==> config.mk <==
export PLATFORM = sky130hd
export DESIGN_NAME = dijkstra_mem_read_master
export DESIGN_NICKNAME = d
export VERILOG_FILES = /design/src/rtl/dijkstra_mem_read_master.sv
export SDC_FILE = /design/constraint.sdc
export NUM_CORES = 1
export LEC_CHECK = 0
export CORE_ASPECT_RATIO = 1.75
export CORE_UTILIZATION = 48
export CTS_BUF_LIST = sky130_fd_sc_hd__clkbuf_16
export DETAILED_ROUTE_END_ITERATION = 8
export GPL_TIMING_DRIVEN = 0
export PLACE_DENSITY = 0.87
export SKIP_CTS_REPAIR_TIMING = 1
export SLEW_MARGIN = 25
export SYNTH_ARGS = -nofsm -noshare
export SYNTH_HDL_FRONTEND = slang
export SYNTH_SLANG_ARGS = --single-unit
==> constraint.sdc <==
create_clock -name algorithm_clock -period 3.88 [get_ports algorithm_clock]
set_clock_uncertainty 0.05 [all_clocks]
set_input_delay 0.582 -clock algorithm_clock [delete_from_list [all_inputs] [get_ports algorithm_clock]]
set_output_delay 0.582 -clock algorithm_clock [all_outputs]
set_load 0.01 [all_outputs]
==> src/rtl/dijkstra_mem_read_master.sv <==
// dijkstra_mem_read_master
// Turns single-word read requests from the Dijkstra core into Avalon-MM
// master reads. One read is in flight at a time; a single skid entry holds
// one further request while the bus side is busy. A read that gets no
// readdatavalid within TIMEOUT cycles is completed with all-ones data and
// sets a sticky error flag.
module dijkstra_mem_read_master #(
  parameter int ADDR_W  = 32,
  parameter int DATA_W  = 32,
  parameter int TIMEOUT = 255,
  parameter int TO_W    = 8
) (
  input  logic              algorithm_clock,
  input  logic              algorithm_reset,
  input  logic [ADDR_W-1:0] base_address,
  input  logic              mem_read_enable,
  input  logic [ADDR_W-1:0] mem_addr,
  output logic              wait_request,
  output logic [DATA_W-1:0] mem_read_data,
  output logic              mem_read_ready,
  output logic              rd_error,
  output logic [ADDR_W-1:0] avm_address,
  output logic              avm_read,
  input  logic              avm_waitrequest,
  input  logic [DATA_W-1:0] avm_readdata,
  input  logic              avm_readdatavalid
);

  typedef enum logic [1:0] {
    S_IDLE      = 2'd0,
    S_ISSUE     = 2'd1,
    S_WAIT_DATA = 2'd2
  } state_t;

  state_t            r_state;
  state_t            w_state_next;
  logic [ADDR_W-1:0] r_avm_address;
  logic [ADDR_W-1:0] w_avm_address_next;
  logic              r_skid_valid;
  logic              w_skid_valid_next;
  logic [ADDR_W-1:0] r_skid_addr;
  logic [ADDR_W-1:0] w_skid_addr_next;
  logic [TO_W-1:0]   r_cnt;
  logic [TO_W-1:0]   w_cnt_next;
  logic [DATA_W-1:0] r_data;
  logic [DATA_W-1:0] w_data_next;
  logic              r_ready;
  logic              w_ready_next;
  logic              r_error;
  logic              w_error_next;
  logic              w_avm_read;
  logic              w_accept;
  logic [ADDR_W-1:0] w_req_addr;

  // A request is only taken while the skid has room; wait_request is the
  // registered skid-full flag, so upstream sees it one cycle after filling.
  assign w_accept   = mem_read_enable & ~r_skid_valid;
  // Word index to byte address; overflow simply wraps.
  assign w_req_addr = base_address + (mem_addr << 2);

  // Next-state and output decode for the bus FSM and its datapath.
  always_comb begin
    w_state_next       = r_state;
    w_avm_address_next = r_avm_address;
    w_skid_valid_next  = r_skid_valid;
    w_skid_addr_next   = r_skid_addr;
    w_cnt_next         = r_cnt;
    w_data_next        = r_data;
    w_ready_next       = 1'b0;
    w_error_next       = r_error;
    w_avm_read         = 1'b0;

    case (r_state)
      S_IDLE: begin
        if (r_skid_valid) begin
          // Older queued request goes first.
          w_avm_address_next = r_skid_addr;
          w_skid_valid_next  = 1'b0;
          w_state_next       = S_ISSUE;
        end else if (w_accept) begin
          w_avm_address_next = w_req_addr;
          w_state_next       = S_ISSUE;
        end
      end
      S_ISSUE: begin
        w_avm_read = 1'b1;
        // Stall cycles are not timed; the clock starts at bus acceptance.
        if (!avm_waitrequest) begin
          w_cnt_next   = '0;
          w_state_next = S_WAIT_DATA;
        end
      end
      S_WAIT_DATA: begin
        if (avm_readdatavalid) begin
          w_data_next  = avm_readdata;
          w_ready_next = 1'b1;
          w_state_next = S_IDLE;
        end else if (r_cnt == TO_W'(TIMEOUT)) begin
          w_data_next  = '1;
          w_ready_next = 1'b1;
          w_error_next = 1'b1;
          w_state_next = S_IDLE;
        end else begin
          w_cnt_next = r_cnt + TO_W'(1);
        end
      end
      default: begin
        w_state_next = S_IDLE;
      end
    endcase

    // Anything accepted that did not go straight to ISSUE lands in the skid.
    if (w_accept && (r_state != S_IDLE || r_skid_valid)) begin
      w_skid_valid_next = 1'b1;
      w_skid_addr_next  = w_req_addr;
    end
  end

  // State and datapath registers; reset clears everything at once.
  always_ff @(posedge algorithm_clock or posedge algorithm_reset) begin
    if (algorithm_reset) begin
      r_state       <= S_IDLE;
      r_avm_address <= '0;
      r_skid_valid  <= 1'b0;
      r_skid_addr   <= '0;
      r_cnt         <= '0;
      r_data        <= '0;
      r_ready       <= 1'b0;
      r_error       <= 1'b0;
    end else begin
      r_state       <= w_state_next;
      r_avm_address <= w_avm_address_next;
      r_skid_valid  <= w_skid_valid_next;
      r_skid_addr   <= w_skid_addr_next;
      r_cnt         <= w_cnt_next;
      r_data        <= w_data_next;
      r_ready       <= w_ready_next;
      r_error       <= w_error_next;
    end
  end

  assign wait_request   = r_skid_valid;
  assign mem_read_data  = r_data;
  assign mem_read_ready = r_ready;
  assign rd_error       = r_error;
  assign avm_address    = r_avm_address;
  assign avm_read       = w_avm_read;

endmodule

==> qor.txt, run 1 <==
Placeable Area -> 0.0119 mm2
Overflow after GRT -> 0
Multi-input gate area -> 0.00294 mm2
pin count of the biggest net entering global routing -> 59
# rows -> 53
syn avg cell area -> 9.93 um2
Cells after DPL -> 892
final setup vio count -> 0
Yosys warning total -> 0
Non-Filler Instances -> 908
dominant cells by area after synthesis -> dfrtp_1 (47%), ha_1 (6.4%), o21ai_0 (5.4%)
routed len/inst -> 17.8 um
most used routing layer -> met2
post-route clock period utilization -> 0.914
clock share of power -> 0.176
count of different cell masters after synthesis -> 60
drt pass-1 iters -> 5
CTS buffer count -> 9
GRT Overall Usage -> 0.264
worst path required time -> 4.05 ns
Area Overhead vs Synth -> 37.4%
min Tclk post-route -> 3.54 ns
PD cells -> 686 mW/mm2
Iter 0 DRT Violations -> 197
Slew Limit Fails -> 0
layout cells sized above 1 -> 0.0623
Worst Path Max Fanout -> 4
Reg2Reg Setup Slack -> 1.46 ns
final-report hold violation count -> 0
clk sinks -> 109
fmax -> 282 MHz
met1 GRT Util -> 0.279
Initial Util -> 0.489
DRC -> 0
end of the critical path -> r_skid_addr[31]$_DFFE_PP0P_
n_diodes -> 0
sequential element share of the synthesized area -> 0.467
Die Area -> 0.0126 mm2
Fillers -> 943
CP Launch Type -> primary input
worst hold path type -> flop to flop
Clock transition at path regs -> 0.07 ns
crit path kind -> primary input to flop
Sw Ratio -> 0.357
initial antenna violation count -> 0
die width -> 85.4 um
LEAKAGE -> 3.48 nW
CP endpoint kind -> flop
post-synth top area share -> 0.467
gpl congestion -> 0.872
Reg2Reg Depth -> 5
crit path from -> mem_addr[3]
Die H -> 148 um
TritonCTS clock tree -> yes
routed wire length -> 16100 um
number of global-route vias before repair -> 5380
origin of the critical flop-to-flop path -> wait_request$_DFFE_PP0P_
maxcap violations -> 0
deepest clock path buffer count -> 2
remaining antenna violation count -> 0
IO Port Bufs -> 166
first-pass GRT wire length -> 26000 um
EDFF count, synth -> 0
Final #Nets -> 898
Reg area -> 0.00273 mm2
Internal Power -> 3.54 mW
worst-margin pin slew -> 0.983 ns
Sequential Power Share -> 0.360
peak supply drop -> 0.000316 V
Slew HR -> 0.340
CP arrival -> 3.71 ns
combinational power share -> 0.465
outcome -> completed
synthesized net count -> 720
Post-Syn Instances -> 588
post-detail-place hpwl -> 12800 um
met3 usage -> 0.0463
root buf cell -> clkbuf_16
M2 GR Usage -> 0.492
routed via count -> 5228
Async S/R FF share, synth -> 1.00
Syn Std Cell Area -> 0.00584 mm2
unrepaired setup endpoints after global routing -> false
CTS HTree Levels -> 3
Layout Utilization -> 0.672
clk_lat worst skew -> 0.35 ns
reg2reg end -> avm_address[29]$_DFFE_PP0P_
Seq cells post-synth -> 109
top_reg_cell synth -> dfrtp_1
top-level I/O count -> 169
Switch Pwr -> 1.96 mW
DR vias/cell -> 5.76
biggest area consumer among synthesized cells -> dfrtp_1
sequential cells by signal (all words and copies together) (netlist names):
name,count
avm_address,32
mem_read_data,32
mem_read_ready,1
r_cnt,8
r_skid_addr,32
r_state,2
rd_error,1
wait_request,1
worst min path at each step:
stage                                        endpoint  cells past startpoint  slack [ns]                         from
after floorplan           r_skid_addr[10]$_DFFE_PP0P_                      2        0.39  r_skid_addr[10]$_DFFE_PP0P_
after CTS                 r_skid_addr[10]$_DFFE_PP0P_                      2        0.43  r_skid_addr[10]$_DFFE_PP0P_
after global routing             rd_error$_DFFE_PP0P_                      1        0.46         rd_error$_DFFE_PP0P_
after global placement           rd_error$_DFFE_PP0P_                      1        0.40         rd_error$_DFFE_PP0P_
after detailed placement  r_skid_addr[10]$_DFFE_PP0P_                      2        0.42  r_skid_addr[10]$_DFFE_PP0P_
final                            rd_error$_DFFE_PP0P_                      1        0.43         rd_error$_DFFE_PP0P_
layout by cell type, fill, tap and decap left out, types with 6 or more instances in the layout:
cell type / n
a21o_1: 18
a21oi_1: 41
and3_1: 11
clkbuf_1: 27
clkbuf_16: 9
clkdlybuf4s50_1: 166
dfrtp_1: 109
ha_1: 30
inv_1: 12
mux2_2: 10
mux2i_1: 6
nand2_1: 62
nand2b_1: 6
nand3_1: 7
nor2_1: 39
o21a_1: 13
o21ai_0: 63
o22a_1: 32
xnor2_1: 14
xor2_1: 18
power groups by stage:
| stage | logic, mW | clock network, mW | registers (mW) |
|---|---|---|---|
| after floorplan | 1.21 | 0 | 2.08 |
| after global placement | 2.45 | 0 | 1.96 |
| after detailed placement | 2.55 | 0 | 1.99 |
| after CTS | 2.57 | 0.976 | 1.97 |
| after global routing | 2.78 | 1.02 | 2.03 |
| final | 2.56 | 0.967 | 1.98 |
metal layers:
metal,share of wire,up-vias
li1,-,2486
met1,0.36,2481
met2,0.55,213
met3,0.051,48
met4,0.046,0
met5,0,-
synth_stat cells (2+ instances only):
master	count
dfrtp_1	109
o21ai_0	63
nand2_1	62
a21oi_1	41
nor2_1	39
o22a_1	32
ha_1	30
clkbuf_1	27
a21o_1	18
xor2_1	18
xnor2_1	14
o21a_1	13
inv_1	12
and3_1	11
mux2_2	10
nand3_1	7
mux2i_1	6
nand2b_1	6
o211ai_1	5
a21boi_0	4
a221o_1	4
a31oi_1	4
nand4_1	4
nor2b_1	4
nor3_1	4
a211oi_1	3
and3_2	3
o21ai_2	2
o22ai_1	2
cell families after synthesis:
| family | share of synthesized area |
|---|---|
| buf+inv | 0.0302 |
| simple gates | 0.115 |
| flops | 0.467 |
| mux | 0.0296 |
| fa+ha+maj | 0.0677 |
| xor+xnor | 0.0480 |
| compound gates | 0.242 |
final cells by class:
class / instances / share of cell area
well taps: 137 / 0.0214
clock buffers: 9 / 0.0281
flip-flops and latches: 109 / 0.340
multi-input cells: 436 / 0.366
inverters: 12 / 0.00624
clock inverters: 7 / 0.0114
plain buffers: 31 / 0.0164
repair buffers: 167 / 0.211
worst max-delay path, stage by stage:
cell	delay, ns
clkdlybuf4s50_1	0.44
ha_1	0.35
and2_4	0.18
a221o_1	0.38
o21ai_0	0.44
a21oi_1	0.23
o21ai_0	0.39
o21ai_0	0.21
xnor2_1	0.38
o21ai_0	0.13
stage by stage:
stage / setup WS [ns] / instance area [um2] / total power, mW / TNS, ns / hold slack, ns
after global placement: -0.909 / 7670 / 4.41 / -98.10 / 0.397
after CTS: 0.433 / 8020 / 5.52 / 0 / 0.433
final: 0.335 / 8020 / 5.50 / 0 / 0.431
after floorplan: 0.374 / 5840 / 3.29 / 0 / 0.392
after detailed placement: 0.141 / 7700 / 4.55 / 0 / 0.418
after global routing: 0.105 / 8020 / 5.83 / 0 / 0.456
Power figures use the tool's default switching activity.
==> run 2, diff against run 1 <==
==> constraint.sdc (replaced) <==
create_clock -name algorithm_clock -period 3.3 [get_ports algorithm_clock]
set_clock_uncertainty 0.05 [all_clocks]
set_input_delay 0.495 -clock algorithm_clock [delete_from_list [all_inputs] [get_ports algorithm_clock]]
set_output_delay 0.495 -clock algorithm_clock [all_outputs]
set_load 0.01 [all_outputs]
==> run 2 against run 1 <==
Against the previous run:
- critical path depth decreased by 1
- core utilization rose by 0.46 points
- register-to-register slack worse by 0.57 ns
- count of clock-buffer cells in the layout stayed put
- via count is 0.84% higher
- sequential power is 18% higher
- setup slack got worse by 0.19 ns
- combinational power increased by 17%
- first-iteration DRC count up 3.0%
- non-clock buffer count is 2 higher
- clock power grew 25%
- design area is 0.69% higher
==> qor.txt, run 2 (synthesis gave the netlist of run 1 again) <==
pre-CTS WS -> -0.326 ns
Reg2Reg Depth -> 5
clk sinks -> 109
Slew HR -> 0.543
most common cell after layout, fill and taps aside -> clkdlybuf4s50_1
routed via count -> 5272
critical-path cell list -> clkdlybuf4s50_1 -> ha_1 -> nand2_1 -> nor4_2 -> a21boi_0 -> o21ai_0 -> a21boi_0 -> xnor2_1 -> o21ai_0
n_diodes -> 0
Reg2Reg Setup Slack -> 0.89 ns
Die H -> 148 um
DR vias/cell -> 5.80
worst-margin pin slew -> 0.686 ns
final setup vio count -> 0
TritonCTS clock tree -> yes
GRT Overall Usage -> 0.262
DRC -> 0
Clock transition at path regs -> 0.07 ns
Fillers -> 948
routed len/inst -> 17.7 um
Worst Path Max Fanout -> 7
die width -> 85.4 um
IO Port Bufs -> 166
crit path buf inv count -> 1
worst path required time -> 3.48 ns
final-report hold violation count -> 0
Final #Nets -> 900
remaining antenna violation count -> 0
root buf cell -> clkbuf_16
gpl congestion -> 0.879
outcome -> completed
peak supply drop -> 0.000379 V
clk_lat worst skew -> 0.36 ns
fmax -> 317 MHz
# rows -> 53
Area Overhead vs Synth -> 38.3%
Worst path depth -> 9
min Tclk post-route -> 3.16 ns
post-route clock period utilization -> 0.957
Iter 0 DRT Violations -> 203
reg2reg end -> r_skid_addr[2]$_DFFE_PP0P_
Cells after DPL -> 894
Non-Filler Instances -> 909
PD cells -> 809 mW/mm2
Placeable Area -> 0.0119 mm2
origin of the critical flop-to-flop path -> r_state[0]$_DFFE_PP0P_
Slowest-stage cell, CP -> nor4_2
maxcap violations -> 0
CP endpoint kind -> flop
Slew Limit Fails -> 0
top-level I/O count -> 169
CP arrival -> 3.33 ns
CP Launch Type -> primary input
deepest clock path buffer count -> 2
commonest non-fill, non-tap cells in the layout -> clkdlybuf4s50_1 (166), dfrtp_1 (109), nand2_1 (62), o21ai_0 (61), a21oi_1 (41)
end of the critical path -> r_skid_addr[28]$_DFFE_PP0P_
first-pass GRT wire length -> 25900 um
number of global-route vias before repair -> 5469
worst hold path type -> primary input to asynchronous set/reset pin
initial antenna violation count -> 0
slack of the critical path -> 0.143 ns
post-detail-place hpwl -> 12900 um
Initial Util -> 0.489
drt pass-1 iters -> 4
crit path from -> base_address[13]
CTS HTree Levels -> 3
Die Area -> 0.0126 mm2
Worst path max stage delay -> 0.50 ns
Top delay family on crit path -> compound AO/OA/AOI/OAI gates
routed wire length -> 16100 um
unrepaired setup endpoints after global routing -> false
layout cells sized above 1 -> 0.0661
LEAKAGE -> 3.51 nW
crit path kind -> primary input to flop
worst hold margin -> 0.394 ns
Overflow after GRT -> 0
CTS buffer count -> 9
pin count of the biggest net entering global routing -> 35
run 2: cell count changes in the layout (fill, tap and decap cells not counted), moves of 2 or more:
cell	before	now
buf_12	0	3
clkinvlp_4	3	1
o21ai_0	63	61
o21ai_1	1	3
run 2: stage by stage:
stage                     total power, mW   util  TNS [ns]  cell area [um2]
after global placement               5.19  0.643     -1.65             7680
after CTS                            6.55  0.676         0             8070
after floorplan                      3.87      -         0             5840
after detailed placement             5.35  0.648     -2.36             7740
after global routing                 6.91  0.677         0             8080
final                                6.54  0.677         0             8080
run 2: worst min path at each step:
stage               slack (ns)                     endpoint                   startpoint  depth (start not counted)
finish                    0.39   avm_address[0]$_DFFE_PP0P_              algorithm_reset                          2
global placement          0.40         rd_error$_DFFE_PP0P_         rd_error$_DFFE_PP0P_                          1
detailed placement        0.41  r_skid_addr[10]$_DFFE_PP0P_  r_skid_addr[10]$_DFFE_PP0P_                          2
CTS                       0.40   avm_address[0]$_DFFE_PP0P_              algorithm_reset                          2
global route              0.43   avm_address[1]$_DFFE_PP0P_              algorithm_reset                          2
floorplan                 0.39  r_skid_addr[10]$_DFFE_PP0P_  r_skid_addr[10]$_DFFE_PP0P_                          2
run 2: worst reg2reg max path, delay by kind of cell, from the launching register on:
| family | cells | cell delay, ns |
|---|---|---|
| and+or+nand+nor | 2 | 0.77 |
| buffers and inverters | 2 | 0.65 |
| DFF | 1 | 0.44 |
| muxes | 1 | 0.41 |
run 2: layer usage:
layer | wire (um) | GRT usage | share of wire
met2 | 8850 | 0.492 | 0.55
met3 | 793 | 0.0436 | 0.049
met4 | 732 | 0.146 | 0.045
met1 | 5720 | 0.272 | 0.36
met5 | 0 | 0 | 0
run 2: power by group:
group / switching (mW) / leakage [nW] / internal, mW
registers: 0.374 / 1.31 / 1.96
clock network: 0.475 / 0.166 / 0.732
logic: 1.45 / 2.04 / 1.55
run 2: cell type report:
type | count | area, um2 | share of cell area
Timing Repair Buffer | 169 | 1720 | 0.213
Tap cell | 137 | 171 | 0.0212
Inverter | 12 | 48.8 | 0.00604
Sequential cell | 109 | 2730 | 0.338
Buffer | 31 | 131 | 0.0163
Clock buffer | 9 | 225 | 0.0279
Multi-Input combinational cell | 436 | 2950 | 0.365
Clock inverter | 6 | 104 | 0.0129
==> run 3, diff against run 2 <==
--- a/config.mk
+++ b/config.mk
@@ -6,6 +6,7 @@
 export NUM_CORES = 1
 export LEC_CHECK = 0
 export CORE_ASPECT_RATIO = 1.75
+export CORE_MARGIN = 1
 export CORE_UTILIZATION = 48
 export CTS_BUF_LIST = sky130_fd_sc_hd__clkbuf_16
 export DETAILED_ROUTE_END_ITERATION = 8
==> results of run 3 <==
Final layout, timing and power as in run 2 (identical DEF).
